$ cat config.mk
export PLATFORM = sky130hd
export DESIGN_NAME = alu_mul_seq_flat
export DESIGN_NICKNAME = d
export VERILOG_FILES = /design/src/rtl/alu_mul_seq_if.sv /design/src/rtl/alu_mul_seq.sv /design/src/flat_wrapper.sv
export SDC_FILE = /design/constraint.sdc
export NUM_CORES = 1
export LEC_CHECK = 0
export BUFFER_PORTS_ARGS = -buffer_cell sky130_fd_sc_hd__buf_2
export CAP_MARGIN = 20
export CORE_MARGIN = 3
export CORE_UTILIZATION = 53
export DETAILED_ROUTE_END_ITERATION = 12
export GPL_TIMING_DRIVEN = 0
export PLACE_DENSITY_LB_ADDON = 0.25
export SLEW_MARGIN = 0
export SYNTH_ARGS = -nofsm -noshare
export SYNTH_HDL_FRONTEND = slang
export SYNTH_SLANG_ARGS = --single-unit
$ cat constraint.sdc
create_clock -name clk -period 4.45 [get_ports clk]
set_input_delay 0.2225 -clock clk [delete_from_list [all_inputs] [get_ports clk]]
set_output_delay 0.2225 -clock clk [all_outputs]
set_load 0.005 [all_outputs]
$ cat src/rtl/alu_mul_seq_if.sv
// Bundle of the control-path and ALU-side signals of the shift-add multiply
// sequencer. The sequencer connects through the slave modport. The master
// modport is for the surrounding CPU control path and the ALU instance.
interface alu_mul_seq_if #(
  parameter int n = 8
);

  // CPU control-path side
  logic           start;
  logic [n-1:0]   mcand;
  logic [n-1:0]   mplier;
  logic           busy;
  logic           done;
  logic [2*n-1:0] product;

  // ALU control ports driven by the sequencer
  logic [n-1:0]   alu_a;
  logic [n-1:0]   alu_b;
  logic [2:0]     alu_func;
  logic [1:0]     alu_a_sel;
  logic [1:0]     alu_b_sel;
  logic [n-1:0]   alu_imm;

  // ALU results fed back to the sequencer, flags are {V,N,Z,C}
  logic [n-1:0]   alu_result;
  logic [3:0]     alu_flags;

  modport slave (
    input  start, mcand, mplier, alu_result, alu_flags,
    output busy, done, product,
           alu_a, alu_b, alu_func, alu_a_sel, alu_b_sel, alu_imm
  );

  modport master (
    output start, mcand, mplier, alu_result, alu_flags,
    input  busy, done, product,
           alu_a, alu_b, alu_func, alu_a_sel, alu_b_sel, alu_imm
  );

endinterface

$ cat src/rtl/alu_mul_seq.sv
// Multi-cycle unsigned multiplier sequencer for the picoMIPS ALU.
// It runs an 8-step shift-add multiply. Each step issues one ALU add (or a
// pass-through when the current multiplier bit is 0). The ALU result and
// carry are shifted into a {hi,lo} register pair. The ALU itself is not
// modified. This block only drives the ALU operand, function and select
// ports, and it owns them while a multiply is running.
module alu_mul_seq #(
  parameter int n = 8
) (
  input  logic         clk,
  input  logic         reset,
  alu_mul_seq_if.slave bus
);

  // ALU function and operand-select encodings. These must match the alu
  // instance. Only pass-A and add are ever issued.
  localparam logic [2:0] FUNC_RA   = 3'b000;
  localparam logic [2:0] FUNC_RADD = 3'b010;
  localparam logic [1:0] SEL_REG   = 2'b00;

  typedef enum logic [1:0] {
    S_IDLE,
    S_RUN,
    S_DONE
  } state_t;

  state_t         r_state;
  state_t         w_nextState;

  // hi accumulates partial sums.
  // lo starts as the multiplier and fills with low product bits.
  logic [n-1:0]   r_hi;
  logic [n-1:0]   r_lo;
  logic [n-1:0]   r_m;
  logic [3:0]     r_cnt;
  logic [2*n-1:0] r_product;

  logic           w_c;
  logic           w_lastStep;
  logic [2*n-1:0] w_shifted;
  logic [n-1:0]   w_aluA;
  logic [n-1:0]   w_aluB;
  logic [2:0]     w_aluFunc;
  logic           w_busy;
  logic           w_done;
  logic           w_unusedFlags;

  // The carry into hi's MSB comes only from a real add. A pass step never
  // carries. hi+m always fits in n+1 bits, so no carry is ever lost.
  assign w_c           = r_lo[0] & bus.alu_flags[0];
  assign w_shifted     = {w_c, bus.alu_result, r_lo[n-1:1]};
  assign w_lastStep    = (r_cnt == 4'(n - 1));
  assign w_unusedFlags = ^bus.alu_flags[3:1];

  // State register. An asynchronous reset aborts any multiply in flight.
  always_ff @(posedge clk or posedge reset) begin
    if (reset) begin
      r_state <= S_IDLE;
    end else begin
      r_state <= w_nextState;
    end
  end

  // Next-state and ALU-control decode. The ALU sees zero operands whenever
  // no multiply step is running.
  always_comb begin
    w_nextState = r_state;
    w_aluA      = '0;
    w_aluB      = '0;
    w_aluFunc   = FUNC_RA;
    w_busy      = 1'b0;
    w_done      = 1'b0;
    case (r_state)
      S_IDLE: begin
        if (bus.start) begin
          w_nextState = S_RUN;
        end
      end
      S_RUN: begin
        w_busy    = 1'b1;
        w_aluA    = r_hi;
        w_aluB    = r_m;
        w_aluFunc = r_lo[0] ? FUNC_RADD : FUNC_RA;
        if (w_lastStep) begin
          w_nextState = S_DONE;
        end
      end
      S_DONE: begin
        w_busy      = 1'b1;
        w_done      = 1'b1;
        w_nextState = S_IDLE;
      end
      default: begin
        w_nextState = S_IDLE;
      end
    endcase
  end

  // Datapath registers. Operands are captured only when a start is
  // accepted. The product register updates only on the last RUN step.
  always_ff @(posedge clk or posedge reset) begin
    if (reset) begin
      r_hi      <= '0;
      r_lo      <= '0;
      r_m       <= '0;
      r_cnt     <= '0;
      r_product <= '0;
    end else begin
      case (r_state)
        S_IDLE: begin
          if (bus.start) begin
            r_hi  <= '0;
            r_lo  <= bus.mplier;
            r_m   <= bus.mcand;
            r_cnt <= '0;
          end
        end
        S_RUN: begin
          {r_hi, r_lo} <= w_shifted;
          r_cnt        <= r_cnt + 4'd1;
          if (w_lastStep) begin
            r_product <= w_shifted;
          end
        end
        default: begin
        end
      endcase
    end
  end

  assign bus.busy      = w_busy;
  assign bus.done      = w_done;
  assign bus.product   = r_product;
  assign bus.alu_a     = w_aluA;
  assign bus.alu_b     = w_aluB;
  assign bus.alu_func  = w_aluFunc;
  assign bus.alu_a_sel = SEL_REG;
  assign bus.alu_b_sel = SEL_REG;
  assign bus.alu_imm   = '0;

endmodule

$ cat src/flat_wrapper.sv
// flat-port wrapper written by rule: the top's interface ports become plain ports
module alu_mul_seq_flat 
#(
  parameter int n = 8
)
  (clk, reset, bus_start, bus_mcand, bus_mplier, bus_alu_result, bus_alu_flags, bus_busy, bus_done, bus_product, bus_alu_a, bus_alu_b, bus_alu_func, bus_alu_a_sel, bus_alu_b_sel, bus_alu_imm);
  alu_mul_seq_if #(.n(n)) bus_i ();
  input  logic clk;
  input  logic reset;
  input wire logic [$bits(bus_i.start)-1:0] bus_start;
  input wire logic [$bits(bus_i.mcand)-1:0] bus_mcand;
  input wire logic [$bits(bus_i.mplier)-1:0] bus_mplier;
  input wire logic [$bits(bus_i.alu_result)-1:0] bus_alu_result;
  input wire logic [$bits(bus_i.alu_flags)-1:0] bus_alu_flags;
  output wire logic [$bits(bus_i.busy)-1:0] bus_busy;
  output wire logic [$bits(bus_i.done)-1:0] bus_done;
  output wire logic [$bits(bus_i.product)-1:0] bus_product;
  output wire logic [$bits(bus_i.alu_a)-1:0] bus_alu_a;
  output wire logic [$bits(bus_i.alu_b)-1:0] bus_alu_b;
  output wire logic [$bits(bus_i.alu_func)-1:0] bus_alu_func;
  output wire logic [$bits(bus_i.alu_a_sel)-1:0] bus_alu_a_sel;
  output wire logic [$bits(bus_i.alu_b_sel)-1:0] bus_alu_b_sel;
  output wire logic [$bits(bus_i.alu_imm)-1:0] bus_alu_imm;
  assign bus_i.start = bus_start;
  assign bus_i.mcand = bus_mcand;
  assign bus_i.mplier = bus_mplier;
  assign bus_i.alu_result = bus_alu_result;
  assign bus_i.alu_flags = bus_alu_flags;
  assign bus_busy = bus_i.busy;
  assign bus_done = bus_i.done;
  assign bus_product = bus_i.product;
  assign bus_alu_a = bus_i.alu_a;
  assign bus_alu_b = bus_i.alu_b;
  assign bus_alu_func = bus_i.alu_func;
  assign bus_alu_a_sel = bus_i.alu_a_sel;
  assign bus_alu_b_sel = bus_i.alu_b_sel;
  assign bus_alu_imm = bus_i.alu_imm;
  alu_mul_seq #(.n(n)) u_core (.clk(clk), .reset(reset), .bus(bus_i));
endmodule
==> results of run 1 <==
[report_power, final]
part           total [mW]  leakage, nW  switching (mW)  internal (mW)
Sequential          0.711        0.574           0.113          0.598
Clock               0.255       0.0482           0.130          0.125
Combinational       0.716        0.864           0.338          0.379
Total                1.68         1.49           0.581           1.10
[layout by cell type (no fill, tap or decap), drive strengths merged]
cell type	count
conb	14
nand3	1
xnor2	1
a21oi	3
mux2i	10
clkinv	1
a32oi	1
inv	4
a311oi	1
or3b	1
dlygate4sd3	1
o221ai	2
o21a	1
a31oi	1
o311ai	1
dfrtp	46
and2	17
clkbuf	10
buf	84
a22o	7
o21ai	12
nand2	15
nand3b	3
a31o	1
nand2b	1
mux2	23
nor2	3
nor2b	3
nand4b	1
ha	4
o31ai	1
[area by class of cell]
cell class,count,share of cell area
clock buffer,7,0.03087
inverter,4,0.005369
timing repair buffer,63,0.1199
sequential,46,0.4116
tap,50,0.02237
multi-input combinational,128,0.3490
buffer,25,0.05906
clock inverter,1,0.001790
[sequential cells by signal (all words and copies together), names as in the netlist]
| register | cells |
|---|---|
| u_core.r_hi | 8 |
| u_core.bus.product | 16 |
| u_core.r_state | 2 |
| u_core.r_cnt | 4 |
| u_core.r_m | 8 |
| u_core.r_lo | 8 |
[metal layers]
layer | up-vias | track usage | wire [um]
met4 | 0 | 0.05637 | 58
met1 | 743 | 0.2554 | 1938
met5 | - | 0 | 0
met3 | 7 | 0.05750 | 356
met2 | 66 | 0.2918 | 2044
li1 | 791 | - | -
[synthesized netlist by cell type, drive strengths merged (2+ instances only)]
cell type  number
o221ai          2
buf            22
and2           17
mux2           23
nand2          15
nor2b           3
a21oi           3
ha              4
nor2            3
nand3b          3
dfrtp          46
mux2i          10
a22o            7
inv             4
clkbuf          3
o21ai          12
[cell families (layout without fill, tap and decap cells)]
| kind of cell | after synthesis | in the layout | share of synthesized area |
|---|---|---|---|
| DFF | 46 | 46 | 0.5097 |
| and+or+nand+nor | 45 | 45 | 0.1158 |
| muxes | 33 | 33 | 0.1740 |
| AOI/OAI and AO/OA | 31 | 31 | 0.09308 |
| buffers and inverters | 29 | 100 | 0.07978 |
| adders and majority gates | 4 | 4 | 0.02216 |
| other | 1 | 14 | 0.001660 |
| xor gates and xnor gates | 1 | 1 | 0.003879 |
[path summary, 6_finish.rpt]
| kind | from | end | slack [ps] | cells past startpoint |
|---|---|---|---|---|
| hold / removal | bus_mcand[5] | u_core.r_m[5] | 160 | 2 |
| setup reg to reg | u_core.r_state[0] | u_core.r_lo[2] | 2680 | 6 |
| min in group asynchronous | reset | u_core.r_m[5] | 440 | 3 |
| setup / recovery | u_core.r_state[1] | bus_alu_b[6] | 2250 | 7 |
| max in group asynchronous | reset | u_core.r_lo[0] | 3540 | 4 |
| hold reg to reg | u_core.bus.product[15] | u_core.bus.product[15] | 480 | 2 |
[worst max-delay path, stage by stage (launching register included)]
cell,delay (ps)
sky130_fd_sc_hd__dfrtp_1,390
sky130_fd_sc_hd__inv_1,100
sky130_fd_sc_hd__ha_1,160
sky130_fd_sc_hd__buf_4,160
sky130_fd_sc_hd__buf_2,270
sky130_fd_sc_hd__clkbuf_1,310
sky130_fd_sc_hd__and2_1,180
sky130_fd_sc_hd__buf_2,110
[per-stage QoR]
| stage | hold slack (ps) | cells | worst slack, ps | power [mW] |
|---|---|---|---|---|
| after detailed placement | 204.6 | 315 | 2550 | 1.437 |
| final | 156.0 | 324 | 2254 | 1.682 |
| after CTS | 146.5 | 324 | 2230 | 1.702 |
| after global routing | 147.7 | 324 | 2073 | 1.825 |
| after floorplan | 355.0 | 203 | 2924 | 1.190 |
| after global placement | 453.7 | 314 | 2564 | 1.408 |
==> impl_metrics.prom, run 1 <==
# TYPE chip_impl_metric gauge
chip_impl_metric{name="period_share",unit=""} 0.4935
chip_impl_metric{name="post_synth_inst_count",unit=""} 190
chip_impl_metric{name="layout_min_cycle_time",unit="ps"} 2196
chip_impl_metric{name="finalSetupViolations",unit=""} 0
chip_impl_metric{name="clk_transition_reported_paths",unit="ps"} 80
chip_impl_metric{name="htreeDepth",unit=""} 2
chip_impl_metric{name="power_per_cell_area",unit="nW/um^2"} 601.5
chip_impl_info{name="grt_setup_unrepaired",value="false"} 1
chip_impl_metric{name="global_route_wire_length_before_repair",unit="mm"} 7.479
chip_impl_metric{name="die_area",unit="um^2"} 5080
chip_impl_metric{name="setup_total_negative_slack",unit="ps"} 0
chip_impl_metric{name="leakagePower",unit="nW"} 1.485
chip_impl_metric{name="yosys_warnings",unit=""} 0
chip_impl_metric{name="place.port_buffers",unit=""} 61
chip_impl_metric{name="setup_bufs_post_cts",unit=""} 0
chip_impl_metric{name="fin_util",unit=""} 0.6892
chip_impl_metric{name="worstPathMaxFanout",unit=""} 10
chip_impl_info{name="run_status",value="finished, final reports clean"} 1
chip_impl_info{name="worstHoldPathType",value="in -> reg"} 1
chip_impl_info{name="cts_tree",value="done"} 1
chip_impl_metric{name="routed_wire_length_per_instance",unit="um"} 13.57
chip_impl_metric{name="cts_sinks",unit=""} 46
chip_impl_metric{name="share_of_final_layout_standard_cells_stronger_than_drive_strength_1",unit=""} 0.4380
chip_impl_metric{name="cap_violations",unit=""} 0
chip_impl_metric{name="arrival",unit="ps"} 1970
chip_impl_metric{name="routed-via-count",unit=""} 1607
chip_impl_metric{name="postCtsHoldBufs",unit=""} 1
chip_impl_metric{name="filler_cell_count",unit=""} 321
chip_impl_metric{name="initial_core_utilization",unit=""} 0.5566
chip_impl_metric{name="core-area",unit="um^2"} 4058
chip_impl_metric{name="layout.cell_area.non_filler",unit="um^2"} 2796
chip_impl_info{name="critical_path_endpoint_category",value="output pin"} 1
chip_impl_metric{name="grt_max_degree",unit=""} 33
chip_impl_metric{name="grtUsageTotal",unit=""} 0.1877
chip_impl_metric{name="finalClockSkew",unit="ps"} 5.032
chip_impl_metric{name="routed_via_density",unit=""} 4.960
chip_impl_metric{name="drt_pass1_iterations",unit=""} 4
chip_impl_metric{name="yosysSeqAreaShare",unit=""} 0.5097
chip_impl_metric{name="die_y",unit="um"} 71.28
chip_impl_metric{name="fraction_of_synthesized_cell_area_taken_by_the_top_area_cell_type",unit=""} 0.5097
chip_impl_metric{name="grt_overflow_total",unit=""} 0
chip_impl_metric{name="antennaDiodeCount",unit=""} 0
chip_impl_metric{name="clockBufferDepth",unit=""} 2
chip_impl_metric{name="synth_enable_flop_cells",unit=""} 0
chip_impl_metric{name="die_width",unit="um"} 71.28
chip_impl_metric{name="number_of_global_route_vias_before_repair",unit=""} 1542
chip_impl_info{name="criticalPathCategory",value="reg -> out"} 1
chip_impl_metric{name="standard_cell_row_count",unit=""} 23
chip_impl_metric{name="clock.fmax",unit="MHz"} 455.3
chip_impl_metric{name="crit_required",unit="ps"} 4230
chip_impl_metric{name="syn_area",unit="um^2"} 2258
chip_impl_info{name="netlist.top_cell.by_area",value="sky130_fd_sc_hd__dfrtp_1"} 1
chip_impl_info{name="cp-start-kind",value="flop"} 1
chip_impl_metric{name="place_congestion",unit=""} 0.8139
chip_impl_metric{name="cts_inserted_buffers",unit=""} 5
chip_impl_metric{name="top_level_ports",unit=""} 80
chip_impl_info{name="area_contributors_post_synth",value="sky130_fd_sc_hd__dfrtp_1 (51%), sky130_fd_sc_hd__mux2_2 (7.5%), sky130_fd_sc_hd__mux2_4 (5.3%)"} 1
chip_impl_metric{name="slew_viol_final",unit=""} 0
chip_impl_metric{name="insertion_delay",unit="ps"} 290
chip_impl_metric{name="routed_antenna_nets",unit=""} 0
chip_impl_metric{name="register_area",unit="um^2"} 1151
chip_impl_metric{name="ys_types",unit=""} 35
chip_impl_metric{name="drc",unit=""} 0
chip_impl_metric{name="synth_seq_cells",unit=""} 46
chip_impl_metric{name="drc_violation_total_after_the_first_tritonroute_iteration",unit=""} 62
chip_impl_metric{name="multiInputGateArea",unit="um^2"} 975.9
chip_impl_metric{name="dp_hpwl",unit="mm"} 3.283
chip_impl_metric{name="routed_wirelength",unit="mm"} 4.397
chip_impl_metric{name="syn_avg_cell_area",unit="um^2"} 11.89
chip_impl_metric{name="grt_antenna_before_repair",unit=""} 0
chip_impl_metric{name="vdd_ir_drop_max",unit="V"} 0.0004348
chip_impl_metric{name="placed_area",unit="um^2"} 2695
chip_impl_metric{name="final_nets",unit=""} 308
chip_impl_metric{name="synthArstFlopShare",unit=""} 1.000
chip_impl_metric{name="report.final.hold_viol_count",unit=""} 0
chip_impl_metric{name="area_growth_syn_to_layout",unit="%"} 23.82
chip_impl_info{name="synth_flop_cell",value="sky130_fd_sc_hd__dfrtp_1"} 1
chip_impl_metric{name="cts_resized",unit=""} 0
chip_impl_info{name="master_cell_of_the_clock_root_buffer",value="sky130_fd_sc_hd__clkbuf_8"} 1
No activity file was read; power rests on OpenSTA's default activity.
==> run 2: changes to the inputs <==
- ABC_AREA: unset -> 1
- CORE_UTILIZATION: 53 -> 49
- clock period: 4.45 -> 2.15 ns (I/O delays scaled with it)
==> impl_metrics.prom, run 2 <==
# TYPE chip_impl_metric gauge
chip_impl_info{name="worstHoldPathType",value="in -> reg"} 1
chip_impl_metric{name="place.port_buffers",unit=""} 62
chip_impl_info{name="synth_flop_cell",value="sky130_fd_sc_hd__dfrtp_1"} 1
chip_impl_metric{name="area_growth_syn_to_layout",unit="%"} 26.90
chip_impl_metric{name="filler_cell_count",unit=""} 371
chip_impl_metric{name="use_met3",unit=""} 0.04925
chip_impl_metric{name="routed_via_density",unit=""} 4.579
chip_impl_metric{name="arrival",unit="ps"} 1560
chip_impl_metric{name="layout_min_cycle_time",unit="ps"} 1665
chip_impl_metric{name="antennaDiodeCount",unit=""} 0
chip_impl_metric{name="syn_avg_cell_area",unit="um^2"} 8.216
chip_impl_metric{name="synth_seq_cells",unit=""} 46
chip_impl_metric{name="final_nets",unit=""} 393
chip_impl_metric{name="report.final.hold_viol_count",unit=""} 0
chip_impl_metric{name="drt_pass1_iterations",unit=""} 4
chip_impl_metric{name="vdd_ir_drop_max",unit="V"} 0.0005280
chip_impl_info{name="grt_setup_unrepaired",value="false"} 1
chip_impl_metric{name="initial_core_utilization",unit=""} 0.5316
chip_impl_metric{name="setup_bufs_post_cts",unit=""} 0
chip_impl_metric{name="yosysSeqAreaShare",unit=""} 0.5189
chip_impl_info{name="master_cell_of_the_clock_root_buffer",value="sky130_fd_sc_hd__clkbuf_8"} 1
chip_impl_metric{name="clockBufferDepth",unit=""} 2
chip_impl_metric{name="post_synth_inst_count",unit=""} 270
chip_impl_metric{name="synth_enable_flop_cells",unit=""} 0
chip_impl_info{name="most_common_cell_after_layout_fill_and_taps_aside",value="sky130_fd_sc_hd__nand2_1"} 1
chip_impl_metric{name="grt_use_met2",unit=""} 0.3227
chip_impl_metric{name="global_route_wire_length_before_repair",unit="mm"} 7.790
chip_impl_info{name="post-synth-top-count-cell",value="sky130_fd_sc_hd__nand2_1"} 1
chip_impl_info{name="critical_path_endpoint_category",value="output pin"} 1
chip_impl_metric{name="grt_overflow_total",unit=""} 0
chip_impl_metric{name="yosys_warnings",unit=""} 0
chip_impl_metric{name="rr_worst_depth",unit=""} 7
chip_impl_metric{name="fin_ws",unit="ps"} 485.0
chip_impl_metric{name="routed-via-count",unit=""} 1873
chip_impl_metric{name="place_congestion",unit=""} 0.8089
chip_impl_info{name="netlist.top_cell.by_area",value="sky130_fd_sc_hd__dfrtp_1"} 1
chip_impl_metric{name="cts_sinks",unit=""} 46
chip_impl_metric{name="core-area",unit="um^2"} 4173
chip_impl_metric{name="synthArstFlopShare",unit=""} 1.000
chip_impl_metric{name="number_of_flip_flops_in_the_largest_register",unit=""} 16
chip_impl_metric{name="insertion_delay",unit="ps"} 300
chip_impl_metric{name="register_area",unit="um^2"} 1151
chip_impl_metric{name="die_width",unit="um"} 73.29
chip_impl_info{name="cpMaxStageDelayCell",value="sky130_fd_sc_hd__dfrtp_1"} 1
chip_impl_metric{name="htreeDepth",unit=""} 2
chip_impl_info{name="crit_path_cell_trace",value="inv_1, ha_1, buf_4, buf_2, nand2_1, inv_1, buf_2"} 1
chip_impl_metric{name="die_y",unit="um"} 73.29
chip_impl_metric{name="standard_cell_row_count",unit=""} 23
chip_impl_metric{name="power_per_cell_area",unit="nW/um^2"} 1114
chip_impl_metric{name="routed_wire_length_per_instance",unit="um"} 11.67
chip_impl_info{name="synthTopCellsByCount",value="sky130_fd_sc_hd__nand2_1 (102), sky130_fd_sc_hd__dfrtp_1 (46), sky130_fd_sc_hd__inv_1 (39)"} 1
chip_impl_metric{name="ys_types",unit=""} 21
chip_impl_metric{name="die_area",unit="um^2"} 5371
chip_impl_metric{name="number_of_global_route_vias_before_repair",unit=""} 1776
chip_impl_metric{name="grtUsageTotal",unit=""} 0.1892
chip_impl_info{name="crit-reg2reg-launch",value="u_core.r_state[0]"} 1
chip_impl_info{name="cts_tree",value="done"} 1
chip_impl_metric{name="grt_max_degree",unit=""} 34
chip_impl_metric{name="share_of_final_layout_standard_cells_stronger_than_drive_strength_1",unit=""} 0.2869
chip_impl_info{name="cp-start-kind",value="flop"} 1
chip_impl_info{name="final_cell_mix",value="sky130_fd_sc_hd__nand2_1 (102), sky130_fd_sc_hd__buf_2 (66), sky130_fd_sc_hd__dfrtp_1 (46)"} 1
chip_impl_metric{name="finalClockSkew",unit="ps"} 10.86
chip_impl_metric{name="syn_area",unit="um^2"} 2218
chip_impl_metric{name="cap_violations",unit=""} 0
chip_impl_metric{name="routed_wirelength",unit="mm"} 4.773
chip_impl_info{name="criticalPathCategory",value="reg -> out"} 1
chip_impl_metric{name="setup_total_negative_slack",unit="ps"} 0
chip_impl_info{name="area_contributors_post_synth",value="sky130_fd_sc_hd__dfrtp_1 (52%), sky130_fd_sc_hd__nand2_1 (17%), sky130_fd_sc_hd__inv_1 (6.6%)"} 1
chip_impl_info{name="min-delay-start",value="bus_mcand[2]"} 1
chip_impl_metric{name="finalSetupViolations",unit=""} 0
chip_impl_info{name="busiest_layer",value="met2"} 1
chip_impl_metric{name="multiInputGateArea",unit="um^2"} 780.7
chip_impl_metric{name="fraction_of_synthesized_cell_area_taken_by_the_top_area_cell_type",unit=""} 0.5189
chip_impl_metric{name="top_level_ports",unit=""} 80
chip_impl_info{name="run_status",value="finished, final reports clean"} 1
chip_impl_metric{name="worstHoldPathCells",unit=""} 3
chip_impl_metric{name="cp_slowest_stage_delay",unit="ps"} 400
chip_impl_metric{name="clk_transition_reported_paths",unit="ps"} 70
chip_impl_metric{name="routed_antenna_nets",unit=""} 0
chip_impl_metric{name="period_share",unit=""} 0.7744
chip_impl_metric{name="dp_hpwl",unit="mm"} 3.476
chip_impl_metric{name="use_met1",unit=""} 0.2280
chip_impl_metric{name="worstPathMaxFanout",unit=""} 10
chip_impl_metric{name="drc_violation_total_after_the_first_tritonroute_iteration",unit=""} 96
chip_impl_metric{name="grt_antenna_before_repair",unit=""} 0
chip_impl_metric{name="slew_viol_final",unit=""} 0
chip_impl_info{name="worst_r2r_end",value="u_core.r_cnt[3]"} 1
chip_impl_metric{name="reg2reg_setup_slack",unit="ps"} 710
chip_impl_info{name="min_to",value="u_core.r_m[2]"} 1
chip_impl_metric{name="crit_buf_inv",unit=""} 5
chip_impl_metric{name="drc",unit=""} 0
chip_impl_metric{name="worst_setup_slack_post_dpl",unit="ps"} 687.4
chip_impl_metric{name="clock.fmax",unit="MHz"} 600.6
chip_impl_metric{name="cts_inserted_buffers",unit=""} 5
chip_impl_info{name="critical-path-top-delay-family",value="buffers and inverters"} 1
chip_impl_metric{name="leakagePower",unit="nW"} 1.700
chip_impl_metric{name="crit_required",unit="ps"} 2040
==> run 2: logic make-up (layout without fill, tap and decap cells) <==
logic type	count (synthesis)	count (layout)	synth area share
compound gates	42	42	0.09757
fa+ha+maj	4	4	0.02256
buf+inv	65	141	0.1512
flops	46	46	0.5189
other cells	1	14	0.001690
simple gates	112	112	0.2081
==> run 2: worst register-to-register path: stages (launching register included) <==
cell and delay, ps:
sky130_fd_sc_hd__dfrtp_1 380, sky130_fd_sc_hd__inv_1 70, sky130_fd_sc_hd__ha_1 250, sky130_fd_sc_hd__nand2_4 140, sky130_fd_sc_hd__clkinv_1 260, sky130_fd_sc_hd__nand2_1 130
sky130_fd_sc_hd__nand2_1 60, sky130_fd_sc_hd__nor2_1 90
==> run 2: worst max path at each step <==
stage | slack (ps) | start | end | cells after the start
4_1_cts | 450 | u_core.r_state[1] | bus_alu_a[3] | 7
5_1_grt | 350 | u_core.r_state[1] | bus_alu_a[4] | 7
3_5_place_dp | 690 | u_core.r_state[0] | u_core.r_cnt[3] | 7
2_1_floorplan | 860 | u_core.r_state[1] | u_core.r_cnt[0] | 9
3_3_place_gp | 350 | reset | u_core.bus.product[4] | 2
6_report | 480 | u_core.r_state[1] | bus_alu_a[4] | 7
==> run 2: cell type report <==
| cell class | instances | area share |
|---|---|---|
| flip-flops and latches | 46 | 0.4089 |
| multi-input cells | 172 | 0.2773 |
| repair buffers | 68 | 0.1351 |
| plain buffers | 23 | 0.06311 |
| inverters | 42 | 0.05600 |
| clock buffers | 7 | 0.03422 |
| well taps | 50 | 0.02222 |
| clock inverters | 1 | 0.003111 |
==> run 2: through the flow <==
stage | instances | total power [mW] | hold slack, ps | util | instance area (um^2)
after floorplan | 283 | 2.170 | 217.1 | - | 2267
final | 409 | 3.137 | 8.308 | 0.6747 | 2815
after detailed placement | 396 | 2.587 | 82.11 | 0.6375 | 2660
after CTS | 409 | 3.184 | 3.868 | 0.6747 | 2815
after global routing | 409 | 3.418 | 2.091 | 0.6747 | 2815
after global placement | 395 | 2.536 | 301.3 | 0.6327 | 2640
==> run 2: timing repair <==
action,in CTS,in global routing
hold endpoints to repair,17,0
resized for setup,0,0
hold buffers,5,0
==> run 2: routing by layer <==
metal / vias to the layer above / part of all wire
met1: 840 / 0.42
met2: 58 / 0.49
met3: 9 / 0.068
met4: 0 / 0.017
met5: - / 0
li1: 966 / -
==> run 2: power breakdown <==
| group | internal [mW] | leakage, nW | total, mW | switching [mW] |
|---|---|---|---|---|
| clock network | 0.295 | 0.0544 | 0.577 | 0.283 |
| logic | 0.511 | 1.08 | 1.23 | 0.722 |
| registers | 1.17 | 0.561 | 1.33 | 0.160 |
| total | 1.97 | 1.70 | 3.14 | 1.16 |
